===== config.mk =====
export PLATFORM = sky130hd
export DESIGN_NAME = module_rx_palabra
export DESIGN_NICKNAME = d
export VERILOG_FILES = /design/src/rtl/pkg_rx_palabra.sv /design/src/rtl/module_baud_tick.sv /design/src/rtl/module_rx_palabra.sv
export SDC_FILE = /design/constraint.sdc
export NUM_CORES = 1
export LEC_CHECK = 0
export CORE_ASPECT_RATIO = 1.75
export CORE_UTILIZATION = 64
export CTS_BUF_LIST = sky130_fd_sc_hd__clkbuf_4
export DETAILED_ROUTE_END_ITERATION = 16
export PLACE_DENSITY = 0.82
export SYNTH_ARGS = -nofsm -noshare
export SYNTH_HDL_FRONTEND = slang
export SYNTH_SLANG_ARGS = --single-unit

===== constraint.sdc =====
create_clock -name clk -period 4 [get_ports clk]
set_input_delay 0.4 -clock clk [delete_from_list [all_inputs] [get_ports clk]]
set_output_delay 0.4 -clock clk [all_outputs]
set_load 0.1 [all_outputs]

===== src/rtl/pkg_rx_palabra.sv =====
// pkg_rx_palabra: shared types, sizes and divider helper for the palabra receiver (RX_PARITY_EN adds the PARITY state)
package pkg_rx_palabra;
  localparam int DATA_BITS = 8;
  localparam int WORD_BITS = 7;
  typedef enum logic [2:0] {
    IDLE,
    START,
    DATA,
`ifdef RX_PARITY_EN
    PARITY,
`endif
    STOP,
    WAIT_IDLE
  } rx_state_t;
  function automatic int calc_div(input int clk_hz, input int baud, input int os);
    int d;
    d = clk_hz / (baud * os);
    return (d < 1) ? 1 : d;
  endfunction
endpackage


===== src/rtl/module_baud_tick.sv =====
// module_baud_tick: one-cycle tick every DIV clocks; restart_i realigns the phase to the current cycle
module module_baud_tick #(
  parameter int DIV = 1
) (
  input  logic clk,
  input  logic rst,
  input  logic restart_i,
  output logic tick_o
);
  localparam int W = $clog2(DIV + 1);
  logic [W-1:0] cnt_q, cnt_d;
  assign tick_o = cnt_q == W'(DIV - 1);
  assign cnt_d  = (restart_i || tick_o) ? '0 : cnt_q + W'(1);
  always_ff @(posedge clk) cnt_q <= rst ? '0 : cnt_d;
endmodule


===== src/rtl/module_rx_palabra.sv =====
// module_rx_palabra: oversampling serial receiver for one Hamming(7,4) codeword per frame
// Optional even-parity bit before stop when RX_PARITY_EN is defined.
module module_rx_palabra
  import pkg_rx_palabra::*;
#(
  parameter int CLK_FREQ_HZ = 27000000,
  parameter int BAUD        = 9600,
  parameter int OVERSAMPLE  = 16
) (
  input  logic                 clk,
  input  logic                 rst,
  input  logic                 rx_i,
  output logic [WORD_BITS-1:0] palabra_o,
  output logic                 valid_o,
  output logic                 frame_err_o,
  output logic                 busy_o
);
  localparam int DIV = calc_div(CLK_FREQ_HZ, BAUD, OVERSAMPLE);
  localparam int SW  = $clog2(OVERSAMPLE);
  localparam int BW  = $clog2(DATA_BITS);
  localparam logic [SW-1:0] HALF = SW'(OVERSAMPLE / 2 - 1);
  localparam logic [SW-1:0] FULL = SW'(OVERSAMPLE - 1);
  logic [1:0]           sync_q;
  logic                 rx_s, tick, restart, good;
  rx_state_t            state_q, state_d;
  logic [SW-1:0]        scnt_q, scnt_d;
  logic [BW-1:0]        bcnt_q, bcnt_d;
  logic [DATA_BITS-1:0] sh_q, sh_d;
  logic [WORD_BITS-1:0] pal_q, pal_d;
  logic                 valid_q, valid_d, err_q, err_d;
  assign rx_s = sync_q[1];
  // a start edge coinciding with the valid pulse is ignored; WAIT_IDLE needs a full quiet tick period
  assign restart = (state_q == IDLE && !rx_s && !valid_q) || (state_q == WAIT_IDLE && !rx_s);
  module_baud_tick #(.DIV(DIV)) u_tick (
    .clk      (clk),
    .rst      (rst),
    .restart_i(restart),
    .tick_o   (tick)
  );
`ifdef RX_PARITY_EN
  logic par_q, par_d;
  assign good = rx_s && !sh_q[DATA_BITS-1] && (par_q == ^sh_q);
`else
  assign good = rx_s && !sh_q[DATA_BITS-1];
`endif
  always_comb begin
    state_d = state_q;
    scnt_d  = (tick && state_q != IDLE) ? scnt_q + SW'(1) : scnt_q;
    bcnt_d  = bcnt_q;
    sh_d    = sh_q;
    pal_d   = pal_q;
    valid_d = 1'b0;
    err_d   = err_q;
`ifdef RX_PARITY_EN
    par_d   = par_q;
`endif
    case (state_q)
      IDLE: if (restart) begin
        state_d = START;
        scnt_d  = '0;
      end
      START: if (tick && scnt_q == HALF) begin
        scnt_d  = '0;
        bcnt_d  = '0;
        state_d = rx_s ? IDLE : DATA;
      end
      DATA: if (tick && scnt_q == FULL) begin
        scnt_d = '0;
        sh_d   = {rx_s, sh_q[DATA_BITS-1:1]};
        bcnt_d = bcnt_q + BW'(1);
`ifdef RX_PARITY_EN
        if (bcnt_q == BW'(DATA_BITS - 1)) state_d = PARITY;
`else
        if (bcnt_q == BW'(DATA_BITS - 1)) state_d = STOP;
`endif
      end
`ifdef RX_PARITY_EN
      PARITY: if (tick && scnt_q == FULL) begin
        scnt_d  = '0;
        par_d   = rx_s;
        state_d = STOP;
      end
`endif
      STOP: if (tick && scnt_q == FULL) begin
        scnt_d  = '0;
        pal_d   = good ? sh_q[WORD_BITS-1:0] : pal_q;
        valid_d = good;
        err_d   = !good;
        state_d = rx_s ? IDLE : WAIT_IDLE;
      end
      WAIT_IDLE: if (tick && rx_s) state_d = IDLE;
      default: state_d = IDLE;
    endcase
  end
  always_ff @(posedge clk) begin
    if (rst) begin
      sync_q  <= 2'b11;
      state_q <= IDLE;
      scnt_q  <= '0;
      bcnt_q  <= '0;
      sh_q    <= '0;
      pal_q   <= '0;
      valid_q <= 1'b0;
      err_q   <= 1'b0;
`ifdef RX_PARITY_EN
      par_q   <= 1'b0;
`endif
    end else begin
      sync_q  <= {sync_q[0], rx_i};
      state_q <= state_d;
      scnt_q  <= scnt_d;
      bcnt_q  <= bcnt_d;
      sh_q    <= sh_d;
      pal_q   <= pal_d;
      valid_q <= valid_d;
      err_q   <= err_d;
`ifdef RX_PARITY_EN
      par_q   <= par_d;
`endif
    end
  end
  assign palabra_o   = pal_q;
  assign valid_o     = valid_q;
  assign frame_err_o = err_q;
  assign busy_o      = state_q != IDLE;
endmodule

==> impl_metrics.py <==
metrics = {
    "run_status": {
        "status": "finished, final reports clean",
    },
    "route": {
        "drt-initial-drc-count": 27,
        "vias_per_cell": 6.24,
        "drtAntennaViolNets": 0,
        "firstDrtPassIters": 4,
        "dr_total_vias": 1354,
        "wl_per_cell_um": 14.5,
        "drc": 0,
        "drt-total-wl_um": 3150,
    },
    "synthesis": {
        "synth_fp_nets": 192,
        "synth_top_area_cell": "dfxtp_1",
        "synth_edf_count": 0,
        "synth.distinct_cells": 43,
        "synth_top_area_share_pct": 42.4,
        "ys_ff_latch": 37,
        "ys.flop_type": "dfxtp_1",
        "synthArstFlopShare_pct": 0,
        "synth-seq-area-share_pct": 42.4,
        "syn_inst": 184,
        "synth_area_leaders": "dfxtp_1 (42%), mux2i_1 (9.7%), nor2_1 (6.9%)",
        "syn_avg_cell_area_sq_um": 9.50,
        "syn_area_sq_um": 1750,
        "synth_warnings": 0,
    },
    "floorplan": {
        "fp.dieH_um": 71.1,
        "rows": 24,
        "core_area_sq_um": 2550,
        "die_area_sq_um": 2950,
        "die_w_um": 41.5,
        "start_util_pct": 68.5,
        "pin_count": 13,
    },
    "finish": {
        "drive_gt1_share_pct": 7.33,
        "final_util_pct": 74.3,
        "syn2layout_area_growth_pct": 8.45,
        "diodes": 0,
        "fin_nets": 199,
    },
    "setup_path": {
        "start_kind": "flip-flop",
        "critPathTopFamily": "buffers and inverters",
        "critPathSlowestCell": "clkdlybuf4s50_1",
        "critPathKind": "reg2out",
        "crit_path_max_fanout": 18,
        "path_cells": "nor3_1 -> inv_1 -> clkdlybuf4s50_1",
        "critPathMaxStageDelay_ps": 1130,
        "critPathBufInv": 2,
        "worstPathArrival_ps": 2430,
        "cp-end-kind": "primary output",
        "crit_required_ps": 3600,
    },
    "clock_network": {
        "cts_resized": 0,
        "cts_buffers": 5,
        "htree_levels": 2,
        "cts_tree": "done",
        "clk_latency_ps": 330,
        "clockBufferDepth": 2,
        "root_buffer": "clkbuf_4",
        "path_clk_slew_ps": 110,
        "cts_hold_buf": 0,
        "cts_setup_buffers": 0,
        "clock-sinks": 37,
    },
    "power": {
        "clkPwrFrac_pct": 31.0,
        "p_sw_w": 0.000139,
        "vdd_ir_drop_max_mv": 0.266,
        "total_power_w": 0.000594,
        "power_frac_comb_pct": 5.2,
        "p_int_w": 0.000454,
        "p_sw_share_pct": 23.5,
        "p_leak_nw": 0.659,
        "powerDensity_nw_per_um2": 313,
        "pwr-share-seq_pct": 63.8,
    },
    "place": {
        "io_buffer_count": 12,
        "dp_hpwl_um": 2170,
        "place_congestion": 0.850,
    },
    "global_routing": {
        "grt_max_degree": 34,
        "grt_pass1_wl_um": 5490,
        "grt_overflow_total": 0,
        "track_usage_pct": 23.6,
        "antenna_found_initial": 0,
        "first_global_vias": 1311,
    },
    "timing": {
        "drv_slew": 0,
        "clock.fmax_mhz": 353,
        "setup_violations": 0,
        "slew_headroom_pct": 24.9,
        "fin_crit_sh_pct": 70.8,
        "rsz0062_at_grt": "no",
        "finalSetupTns_ps": 0,
        "min_period_ps": 2830,
        "hold_ws_ps": 433,
        "tightest_slew_ps": 1120,
        "finalHoldViolCount": 0,
        "fin_skew_ps": 8.69,
    },
    "min_path": {
        "hold_path_class": "reg2reg",
    },
    "run": {
        "drv_cap": 0,
    },
}
## routing by layer
layer	up-vias	track usage [%]	share of wire, %
li1	670	-	-
met1	640	26.0	41
met2	31	41.0	52
met3	13	5.61	3.2
met4	0	12.2	3.2
met5	-	0	0
## synthesized netlist by cell type, types with 2 or more instances
cell / count
nor4_4: 2
ha_1: 5
o41ai_1: 2
clkbuf_1: 9
xnor2_1: 3
or2_2: 2
a31oi_1: 2
nor2b_1: 2
o22ai_1: 2
inv_1: 5
dfxtp_1: 37
nor3_1: 8
buf_4: 2
xor2_1: 6
nand4_1: 5
mux2i_1: 17
a211oi_1: 3
nand4b_1: 2
nand3b_1: 2
or3_1: 2
nand2_1: 5
a21oi_1: 4
nand3_1: 4
nor2_1: 32
nand2b_1: 2
nor4b_1: 2
## cell usage in the layout, fill, tap and decap left out, drive strengths merged, types with 2 or more instances in the layout
master / count
o22ai: 2
or3: 2
a2111oi: 2
nand4b: 2
nand3: 4
a21oi: 4
ha: 5
nor2: 32
xnor2: 3
nand2: 5
nand2b: 2
or3b: 2
clkbuf: 6
nor2b: 2
nor4: 3
mux2i: 17
nand3b: 2
nor3: 8
nor4b: 2
a31oi: 2
inv: 5
nand4: 5
dfxtp: 37
a211oi: 3
or2: 2
clkdlybuf4s50: 12
xor2: 6
o41ai: 2
## final cells by class
class / count / area [sq um]
flip-flops and latches: 37 / 741
clock inverters: 1 / 3.75
clock buffers: 6 / 45.0
fillers: 187 / 657
well taps: 26 / 32.5
repair buffers: 12 / 120
multi-input cells: 130 / 935
inverters: 5 / 18.8
## power by group through the flow
| stage | logic (W) | clock network [W] | registers, W |
|---|---|---|---|
| 5_1_grt | 0.0000349 | 0.000198 | 0.000380 |
| 6_report | 0.0000312 | 0.000184 | 0.000379 |
| 2_1_floorplan | 0.0000266 | 0 | 0.000384 |
| 3_3_place_gp | 0.0000302 | 0 | 0.000387 |
| 4_1_cts | 0.0000311 | 0.000188 | 0.000379 |
| 3_5_place_dp | 0.0000311 | 0 | 0.000387 |
## registers in the layout, summed over array words and instances (netlist names)
signal / cells
sync_q: 2
u_tick.cnt_q: 8
valid_o: 1
sh_q: 8
bcnt_q: 3
frame_err_o: 1
state_q: 3
palabra_o: 7
scnt_q: 4
## final timing paths
path	startpoint	endpoint	slack, ps	depth (start not counted)
min	sync_q[0]	sync_q[1]	430	1
max reg2reg	u_tick.cnt_q[0]	state_q[1]	1710	6
max	state_q[1]	busy_o	1170	3
min reg2reg	sync_q[0]	sync_q[1]	430	1
## cells by family (layout without fill, tap and decap cells)
logic type | count (synthesis) | in the layout | share of synthesized area (%)
AND/OR/NAND/NOR | 78 | 78 | 26.0
AO/OA/AOI/OAI | 21 | 21 | 9.66
flip-flops | 37 | 37 | 42.4
multiplexers | 17 | 17 | 9.73
adder cells (fa/ha/maj) | 5 | 5 | 3.58
XOR/XNOR | 9 | 9 | 4.51
buffers and inverters | 17 | 24 | 4.15
## metrics by stage
step           area [sq um]  std cells  worst slack [ps]
5_1_grt                1900        217               994
3_5_place_dp           1850        210              1540
6_report               1900        217              1170
2_1_floorplan          1750        184              2010
4_1_cts                1900        217              1160
3_3_place_gp           1850        210              1590
(Power assumes the default switching activity.)
